<file path="src/rtl/alu_share_arb.sv">
// Round-robin sharing of one external alu between two requesters.
// Grant in IDLE, drive alu from op regs in EXEC, hold result in RESP.
module alu_share_arb #(
    parameter int DATA_W = 32,
    parameter int OPER_W = 4
) (
    input  logic              i_clk,
    input  logic              i_rst,
    input  logic              i_r0_valid,
    output logic              o_r0_ready,
    input  logic [DATA_W-1:0] i_r0_a,
    input  logic [DATA_W-1:0] i_r0_b,
    input  logic [OPER_W-1:0] i_r0_oper,
    input  logic              i_r0_sign,
    input  logic              i_r1_valid,
    output logic              o_r1_ready,
    input  logic [DATA_W-1:0] i_r1_a,
    input  logic [DATA_W-1:0] i_r1_b,
    input  logic [OPER_W-1:0] i_r1_oper,
    input  logic              i_r1_sign,
    output logic              o_rsp_valid,
    input  logic              i_rsp_ready,
    output logic              o_rsp_id,
    output logic [DATA_W-1:0] o_rsp_result,
    output logic [DATA_W-1:0] o_alu_a,
    output logic [DATA_W-1:0] o_alu_b,
    output logic [OPER_W-1:0] o_alu_oper,
    output logic              o_alu_sign,
    input  logic [DATA_W-1:0] i_alu_result
);

    typedef enum logic [1:0] {
        IDLE = 2'd0,
        EXEC = 2'd1,
        RESP = 2'd2
    } state_t;

    state_t            r_state;
    state_t            w_state_nxt;
    logic [DATA_W-1:0] r_a;
    logic [DATA_W-1:0] r_b;
    logic [OPER_W-1:0] r_oper;
    logic              r_sign;
    logic              r_id;
    logic              r_last;
    logic              r_rsp_valid;
    logic              r_rsp_id;
    logic [DATA_W-1:0] r_rsp_result;
    logic              w_g0;
    logic              w_g1;
    logic              w_accept;

    // On a tie, the requester that was not served last wins.
    assign w_g0 = i_r0_valid & (~i_r1_valid | r_last);
    assign w_g1 = i_r1_valid & (~i_r0_valid | ~r_last);

    always_comb begin
        w_state_nxt = r_state;
        w_accept    = 1'b0;
        o_r0_ready  = 1'b0;
        o_r1_ready  = 1'b0;
        case (r_state)
            IDLE: begin
                o_r0_ready = w_g0;
                o_r1_ready = w_g1;
                w_accept   = w_g0 | w_g1;
                if (w_accept) w_state_nxt = EXEC;
            end
            EXEC: w_state_nxt = RESP;
            RESP: if (i_rsp_ready) w_state_nxt = IDLE;
            default: w_state_nxt = IDLE;
        endcase
    end

    always_ff @(posedge i_clk) begin
        if (i_rst) begin
            r_state      <= IDLE;
            r_a          <= '0;
            r_b          <= '0;
            r_oper       <= '0;
            r_sign       <= 1'b0;
            r_id         <= 1'b0;
            r_last       <= 1'b1;
            r_rsp_valid  <= 1'b0;
            r_rsp_id     <= 1'b0;
            r_rsp_result <= '0;
        end else begin
            r_state <= w_state_nxt;
            if (w_accept) begin
                r_a    <= w_g1 ? i_r1_a    : i_r0_a;
                r_b    <= w_g1 ? i_r1_b    : i_r0_b;
                r_oper <= w_g1 ? i_r1_oper : i_r0_oper;
                r_sign <= w_g1 ? i_r1_sign : i_r0_sign;
                r_id   <= w_g1;
                r_last <= w_g1;
            end
            if (r_state == EXEC) begin
                r_rsp_result <= i_alu_result;
                r_rsp_id     <= r_id;
                r_rsp_valid  <= 1'b1;
            end else if (r_state == RESP && i_rsp_ready) begin
                r_rsp_valid <= 1'b0;
            end
        end
    end

    assign o_alu_a      = r_a;
    assign o_alu_b      = r_b;
    assign o_alu_oper   = r_oper;
    assign o_alu_sign   = r_sign;
    assign o_rsp_valid  = r_rsp_valid;
    assign o_rsp_id     = r_rsp_id;
    assign o_rsp_result = r_rsp_result;

endmodule
</file>
<file path="config.mk">
export PLATFORM = sky130hd
export DESIGN_NAME = alu_share_arb
export DESIGN_NICKNAME = d
export VERILOG_FILES = /design/src/rtl/alu_share_arb.sv
export SDC_FILE = /design/constraint.sdc
export NUM_CORES = 1
export LEC_CHECK = 0
export ABC_AREA = 1
export ABC_CLOCK_PERIOD_IN_PS = 1900
export CAP_MARGIN = 5
export CORE_MARGIN = 1.5
export CORE_UTILIZATION = 43
export CTS_CLUSTER_DIAMETER = 200
export DETAILED_ROUTE_END_ITERATION = 10
export DONT_BUFFER_PORTS = 1
export PLACE_DENSITY_LB_ADDON = 0.05
export SYNTH_ARGS = -nofsm -noshare
export SYNTH_HDL_FRONTEND = slang
export SYNTH_SLANG_ARGS = --single-unit
</file>
<file path="constraint.sdc">
create_clock -name i_clk -period 1.9 [get_ports i_clk]
set_input_delay 0.475 -clock i_clk [delete_from_list [all_inputs] [get_ports i_clk]]
set_output_delay 0.475 -clock i_clk [all_outputs]
set_load 0.01 [all_outputs]
</file>
Yosys cells after proc, flatten, opt, wreduce, memory -nomap -nowiden
Index checks and enable logic that the tools add are counted.
{"block": "totals", "reg_bits": 107, "out_inout_bits": 105, "wordCells": 38}
{"block": "classes", "n_eq_ne": 4, "muxes": 12, "bitwise": 8, "n_reduce_logical": 4}
{"operator": "32-bit 2-to-1 mux", "count": 2}
{"operator": "1-bit 2-to-1 mux", "count": 6}
{"operator": "2-bit case mux with 3 select lines", "count": 1}
{"operator": "2-bit 2-to-1 mux", "count": 2}
{"operator": "4-bit 2-to-1 mux", "count": 1}
{"operator": "2-bit inequality test, second input constant", "count": 2}
{"operator": "1-bit NOT", "count": 3}
{"operator": "1-bit bitwise OR", "count": 3}
{"operator": "1-bit AND", "count": 2}
{"operator": "2-bit by 1-bit == test with 1-bit output, second input constant", "count": 1}
{"operator": "2-bit == test, second input constant", "count": 1}
{"operator": "2-bit logical NOT", "count": 1}
{"operator": "2-bit AND reduction", "count": 1}
{"operator": "2-bit nonzero test", "count": 1}
{"operator": "1-bit logical AND", "count": 1}

Logic depth before layout (Yosys ltp)
Gate-level depths: netlist (run 1).
{"block": "depth", "ltp_word": 6, "mapped_depth": 8, "mapped_depth_nobuf": 6}

Worst setup path before layout (run 1)
OpenSTA, ideal clock, no wires.
{"block": "synth_path", "kind": "input-to-output", "start": "input i_r1_valid", "end": "output o_r0_ready", "arrival_ns": 1.102, "required_time_ns": 1.425, "setup_slack_ns": 0.323, "stages": 5, "n_path_buf": 2, "path_cell_list": "buf_4 nand2_1 nand3_2 buf_2 inv_1"}
{"block": "synth_between", "elab_chain_len": 4}
{"element": "start: declaration", "line": "15", "text": "input logic i_r1_valid,"}
{"element": "1-bit NOT", "line": "54", "text": "assign w_g0 = i_r0_valid & (~i_r1_valid | r_last);"}
{"element": "1-bit bitwise OR", "line": "54"}
{"element": "1-bit AND", "line": "54"}
{"element": "1-bit 2-to-1 mux", "line": "62", "text": "case (r_state)"}
{"element": "end: declaration", "line": "10", "text": "output logic o_r0_ready,"}
Every way passes these cells.

Worst setup path in the final report (run 1)
{"block": "layout_path", "start": "register r_state[1]", "end": "output o_r0_ready"}
{"block": "layout_between", "elab_chain_len": 2}
{"element": "start: declaration", "line": "38", "text": "state_t r_state;"}
{"element": "start signal: assignment", "line": "88", "text": "r_state <= w_state_nxt;"}
{"element": "2-bit logical NOT", "line": "62"}
{"element": "1-bit 2-to-1 mux", "line": "62"}
Every way passes these cells.

==> results_dict.tcl, run 1 <==
set metrics [dict create \
    seq_area_frac_synth_pct 40.5 \
    die-area_um2 13000 \
    finalMaxSlewViolations 0 \
    arrival_ps 1250 \
    first_pass_iters 4 \
    status "completed" \
    cts_hold_buf 0 \
    cp.required_ps 1420 \
    gp_congestion 0.765 \
    yosys_warnings 0 \
    crit_fanout 9 \
    crit_slowest_cell "dfxtp_1" \
    io_buffers 0 \
    final.period_utilization_pct 91.0 \
    via_count 4896 \
    cts_setup_buffers 0 \
    clk_path_buf_depth 2 \
    synth_area_per_cell_um2 6.27 \
    r2r_cells 6 \
    grtUsageTotal_pct 21.2 \
    post-route-drc-count 0 \
    tightest_slew_ps 539 \
    drive_above_1_share_pct 5.15 \
    synth_fa_ha_area_share_pct 0 \
    area_growth_pct 5.96 \
    synthesis.nets 1019 \
    finalSetupViolCount 0 \
    fin_tns_setup_ps 0 \
    crit_buf_inv 2 \
    holdPathEnd "o_rsp_valid" \
    synth-compound-area-share_pct 3.41 \
    htreeDepth 3 \
    ys_types 18 \
    synth_top_family_by_area "simple AND/OR/NAND/NOR gates" \
    cts_sinks 107 \
    r2r_setup_slack_ps 550 \
    grt_overflow_total 0 \
    grt_pass1_wl_um 21700 \
    ant_nets 0 \
    cts_tree "built" \
    syn_area_um2 5290 \
    multi_input_area_um2 2550 \
    synth_xor_area_share_pct 0 \
    fmax_mhz 578 \
    post-route-util_pct 46.7 \
    grt_pass1_vias 4464 \
    diodes 0 \
    synth_cells 844 \
    p_leak_nw 2.87 \
    synth_seq_cells 107 \
    finalHoldViolations 0 \
    drt_iter0_markers 332 \
    power_density_nw_per_um2 1050 \
    clk_latency_ps 340 \
    critPathCaptureType "output port" \
    fin_skew_ps 5.58 \
    cts_resized 0 \
    yosys.area_share.simple_pct 44.5 \
    peakVddDrop_mv 0.633 \
    cp_cell_sequence "nor2_4 -> nand3_4 -> inv_1 -> buf_4" \
    holdPathStages 1 \
    ioPinCount 280 \
    holdCritPathClass "in2reg" \
    clk_pin_slew_ps 70 \
    antenna_found_initial 0 \
    routed_wl_um 14200 \
    viasPerCell 5.09 \
    die_y_um 114 \
    nets 985 \
    min-delay-start "i_rst" \
    reg2reg_from "r_state[1]" \
    path_class "reg2out" \
    dp_hpwl_um 9710 \
    fillers 1299 \
    yosysTopAreaCellShare_pct 40.5 \
    min_period_ps 1730 \
    num_rows 40 \
    synth_area_leaders "dfxtp_1 41%, nand2_1 15%, nor2_1 15%" \
    wl_per_cell_um 14.8 \
    cts.root.buffer_cell "clkbuf_16" \
    maxCapViolCount 0 \
    cts-buffers-inserted 9 \
    core-area_um2 12000 \
    fp.dieW_um 114 \
    regArea_um2 2140 \
    grt_setup_unrepaired "false" \
    yosysTopAreaCell "dfxtp_1" \
    r2r_end "o_alu_a[21]" \
    grt_max_degree 74 \
    synthMuxAreaShare_pct 0 \
    start_util_pct 44.0 \
    critPathTopFamily "flip-flops" \
    critPathLaunchType "flip-flop" \
    crit_path_max_incr_delay_ps 380 \
    slew_headroom_pct 64.0 \
]
[logic make-up (layout without fill, tap and decap cells)]
group,Yosys count,count (layout)
and+or+nand+nor,565,565
buffers and inverters,136,107
DFF,107,107
AOI/OAI and AO/OA,36,36
[power breakdown]
group	internal [mW]	leakage [nW]	switching, mW
clock	1.06	0.139	0.811
combinational	0.416	1.85	0.732
sequential	2.53	0.885	0.350
total	4.01	2.87	1.89
[through the flow]
| step | total power [mW] | hold slack (ps) | area, um^2 | setup WS [ps] | instances |
|---|---|---|---|---|---|
| final | 5.90 | 192 | 5600 | 171 | 962 |
| after global routing | 6.29 | 170 | 5600 | 78.5 | 962 |
| after CTS | 5.98 | 178 | 5600 | 69.1 | 962 |
| after detailed placement | 4.09 | 454 | 5300 | 433 | 946 |
| after global placement | 4.06 | 446 | 5300 | 442 | 946 |
| after floorplan | 3.83 | 434 | 5290 | 323 | 844 |
[worst reg2reg max path: stages (launching register included)]
cell,delay (ps)
dfxtp_1,460
nor2_4,90
nand3_4,140
buf_4,320
nand3_1,120
nand2_1,70
nor2_1,50
[registers in the layout, summed over array words and instances (netlist names)]
name          count
o_alu_b          32
r_id              1
o_alu_sign        1
o_rsp_id          1
r_last            1
r_state           2
o_rsp_result     32
o_alu_a          32
o_rsp_valid       1
o_alu_oper        4
[worst max-delay path by stage]
stage,from,endpoint,depth (start not counted)
after global placement,i_r1_valid,o_r0_ready,4
after floorplan,i_r1_valid,o_r0_ready,5
after CTS,r_state[1],o_r0_ready,4
after detailed placement,i_r1_valid,o_r0_ready,4
final,r_state[1],o_r0_ready,4
after global routing,r_state[1],o_r0_ready,4
[Yosys cell counts]
| cell type | instances |
|---|---|
| nand2_2 | 2 |
| o21ai_0 | 28 |
| dfxtp_1 | 107 |
| buf_2 | 29 |
| buf_1 | 5 |
| inv_1 | 75 |
| a21oi_1 | 3 |
| clkbuf_1 | 16 |
| o21ai_1 | 5 |
| buf_6 | 7 |
| nand3_1 | 136 |
| nand2_1 | 212 |
| inv_2 | 1 |
| nand3b_1 | 2 |
| nor2_4 | 2 |
| nand3_2 | 6 |
| buf_4 | 3 |
| nor2_1 | 205 |
[per-layer routing]
layer	wire, um	vias to the layer above	track usage (%)
met1	5790	2121	24.3
met4	615	0	12.1
met5	0	-	0
met3	1370	43	7.97
met2	6450	212	34.1
li1	-	2520	-
[placed cells by master, fill, tap and decap left out, drive strengths merged]
cell type  count
dfxtp        107
nand2        214
nand3b         2
buf           15
inv           76
clkinv         1
clkbuf        12
clkinvlp       2
nor2         207
a21oi          3
o21ai         33
bufinv         1
nand3        142
[final cells by class]
type | instances | share of cell area [%]
flip-flops and latches | 107 | 38.2
well taps | 147 | 3.28
inverters | 76 | 5.09
multi-input cells | 601 | 45.4
clock inverters | 4 | 0.893
repair buffers | 15 | 2.68
clock buffers | 12 | 4.40
No activity file was read; power rests on OpenSTA's default activity.
==> run 2: changes to the inputs <==
--- a/config.mk
+++ b/config.mk
@@ -6,8 +6,8 @@
 export NUM_CORES = 1
 export LEC_CHECK = 0
 export ABC_AREA = 1
-export ABC_CLOCK_PERIOD_IN_PS = 1900
-export CAP_MARGIN = 5
+export ABC_CLOCK_PERIOD_IN_PS = 1400
+export CAP_MARGIN = 25
 export CORE_MARGIN = 1.5
 export CORE_UTILIZATION = 43
 export CTS_CLUSTER_DIAMETER = 200
==> constraint.sdc (replaced) <==
create_clock -name i_clk -period 1.4 [get_ports i_clk]
set_input_delay 0.35 -clock i_clk [delete_from_list [all_inputs] [get_ports i_clk]]
set_output_delay 0.35 -clock i_clk [all_outputs]
set_load 0.01 [all_outputs]
==> run 2 against run 1 <==
  * The flow now finishes with violations (setup timing)
  * Hold slack worse by 130 ps
  * Clock-buffer cell count stayed put
  * Critical endpoint unchanged
  * Flip-flop and latch count is the same
  * Register-to-register slack worse by 460 ps
  * Core utilization is 1.4 points higher
  * First-iteration DRC count is 8.4% lower
  * Global-route usage is 0.057 points lower
  * Via count rose by 1.1%
  * Sequential share of layout area shrank 1.0 points
==> results_dict.tcl, run 2 (synthesis gave the netlist of run 1 again) <==
set metrics [dict create \
    wl_met1_um 5860 \
    tightest_slew_ps 557 \
    fin_ws_ps -73.1 \
    grt_setup_unrepaired "true" \
    holdPathStages 1 \
    maxCapViolCount 0 \
    die-area_um2 13000 \
    reg2reg_from "r_state[1]" \
    diodes 0 \
    finalMaxSlewViolations 0 \
    min-delay-start "i_rst" \
    crit_path_max_incr_delay_ps 330 \
    arrival_ps 1120 \
    start_util_pct 44.0 \
    first_pass_iters 5 \
    p_leak_nw 2.94 \
    finalSetupViolCount 2 \
    grt_pass1_vias 4400 \
    htreeDepth 3 \
    crit_fanout 3 \
    final_cells 967 \
    holdPathEnd "r_state[1]" \
    peakVddDrop_mv 0.768 \
    clk_latency_ps 340 \
    cp.required_ps 1050 \
    drt_iter0_markers 304 \
    crit_buf_inv 2 \
    io_buffers 0 \
    clk_path_buf_depth 2 \
    drive_above_1_share_pct 6.59 \
    die_y_um 114 \
    fmax_mhz 679 \
    crit_slowest_cell "dfxtp_2" \
    critPathTopFamily "flip-flops" \
    r2r_cells 7 \
    final_common_cell "nand2_1" \
    path_class "reg2out" \
    cts.root.buffer_cell "clkbuf_16" \
    multi_input_area_um2 2560 \
    routed_wl_um 14500 \
    r2r_setup_slack_ps 90 \
    timing.hold.ws_ps 59.7 \
    grt_pass1_wl_um 21700 \
    wl_met3_um 1340 \
    fillers 1251 \
    wl_per_cell_um 15.0 \
    power_density_nw_per_um2 1470 \
    holdCritPathClass "in2reg" \
    min_period_ps 1470 \
    fin_tns_setup_ps -101 \
    critPathLaunchType "flip-flop" \
    post-route-drc-count 0 \
    place_inst 948 \
    cts_tree "built" \
    post-route-util_pct 48.0 \
    ioPinCount 280 \
    cts_hold_buf 0 \
    cts-buffers-inserted 9 \
    mostFrequentLayoutCells "210 x nand2_1, 204 x nor2_1, 136 x nand3_1" \
    ant_nets 0 \
    slew_headroom_pct 62.8 \
    grt_overflow_total 0 \
    fin_skew_ps 7.23 \
    via_count 4951 \
    cp_cell_sequence "nor2_4 -> nand3_4 -> inv_2 -> buf_6" \
    core-area_um2 12000 \
    nets 990 \
    gp_congestion 0.752 \
    finalHoldViolations 0 \
    highest_layer "met4" \
    grtUsageTotal_pct 21.2 \
    area_growth_pct 9.08 \
    clk_pin_slew_ps 70 \
    cts_sinks 107 \
    violations "setup timing" \
    critPathCaptureType "output port" \
    r2r_end "o_alu_a[23]" \
    dp_hpwl_um 9870 \
    fp.dieW_um 114 \
    regArea_um2 2150 \
    num_rows 40 \
    antenna_found_initial 0 \
    final.period_utilization_pct 105 \
    viasPerCell 5.12 \
    met2WireLength_um 6870 \
    status "complete, but fails checks" \
    grt_max_degree 74 \
]
run 2: cell count changes in the layout (fill, tap and decap cells not counted), sizes merged:
cell / change
buf: +5
bufinv: +2
clkinv: -1
clkinvlp: -1
run 2: metrics by stage:
step	instance area [um^2]	setup WS (ps)	power, mW
detailed placement	5350	85.4	5.59
global placement	5350	151	5.54
CTS	5730	-82.6	8.53
finish	5770	-73.1	8.47
floorplan	5290	67.4	5.20
global route	5770	-127	8.97
run 2: cell type report:
cell class / count / share of cell area, %
timing repair buffer: 20 / 4.23
sequential: 107 / 37.2
tap: 147 / 3.19
clock inverter: 4 / 1.69
inverter: 76 / 4.99
clock buffer: 12 / 4.27
multi-input combinational: 601 / 44.4
run 2: per-layer routing:
| layer | GRT usage (%) | vias to the layer above |
|---|---|---|
| li1 | - | 2532 |
| met1 | 23.7 | 2198 |
| met2 | 36.2 | 192 |
| met3 | 7.33 | 29 |
| met4 | 9.75 | 0 |
| met5 | 0 | - |
run 2: worst max-delay path by stage:
stage,start,end,slack [ps],cells past startpoint
5_1_grt,r_state[1],o_r0_ready,-130,4
3_5_place_dp,r_last,o_alu_a[11],90,7
4_1_cts,r_state[0],o_r1_ready,-80,3
3_3_place_gp,r_state[1],o_alu_b[7],150,6
2_1_floorplan,r_state[1],o_r1_ready,70,4
6_report,r_state[1],o_r0_ready,-70,4
run 2: worst reg2reg max path, stage by stage, from the launching register on:
cell	delay (ps)
dfxtp_2	330
nor2_4	170
buf_4	130
buf_4	90
nand2_2	80
buf_12	190
nor2_1	140
nor2_1	50
run 2: timing repair:
action | 4_1_cts | 5_1_grt
pin swaps | 2 | 1
buffers inserted | 2 | 1
cloned | 0 | 0
resized for setup | 8 | 8
endpoints found under the setup margin | 2 | 48
run 2: where the power goes:
group          switching (mW)  internal (mW)
registers               0.477           3.44
clock network            1.10           1.80
logic                    1.02          0.622
==> run 3: changes to the inputs <==
--- a/config.mk
+++ b/config.mk
@@ -14,6 +14,7 @@
 export DETAILED_ROUTE_END_ITERATION = 10
 export DONT_BUFFER_PORTS = 1
 export PLACE_DENSITY_LB_ADDON = 0.05
+export SLEW_MARGIN = 40
 export SYNTH_ARGS = -nofsm -noshare
 export SYNTH_HDL_FRONTEND = slang
 export SYNTH_SLANG_ARGS = --single-unit
==> results of run 3 <==
Same layout as run 2: the final DEF is identical, and so are final timing and power.
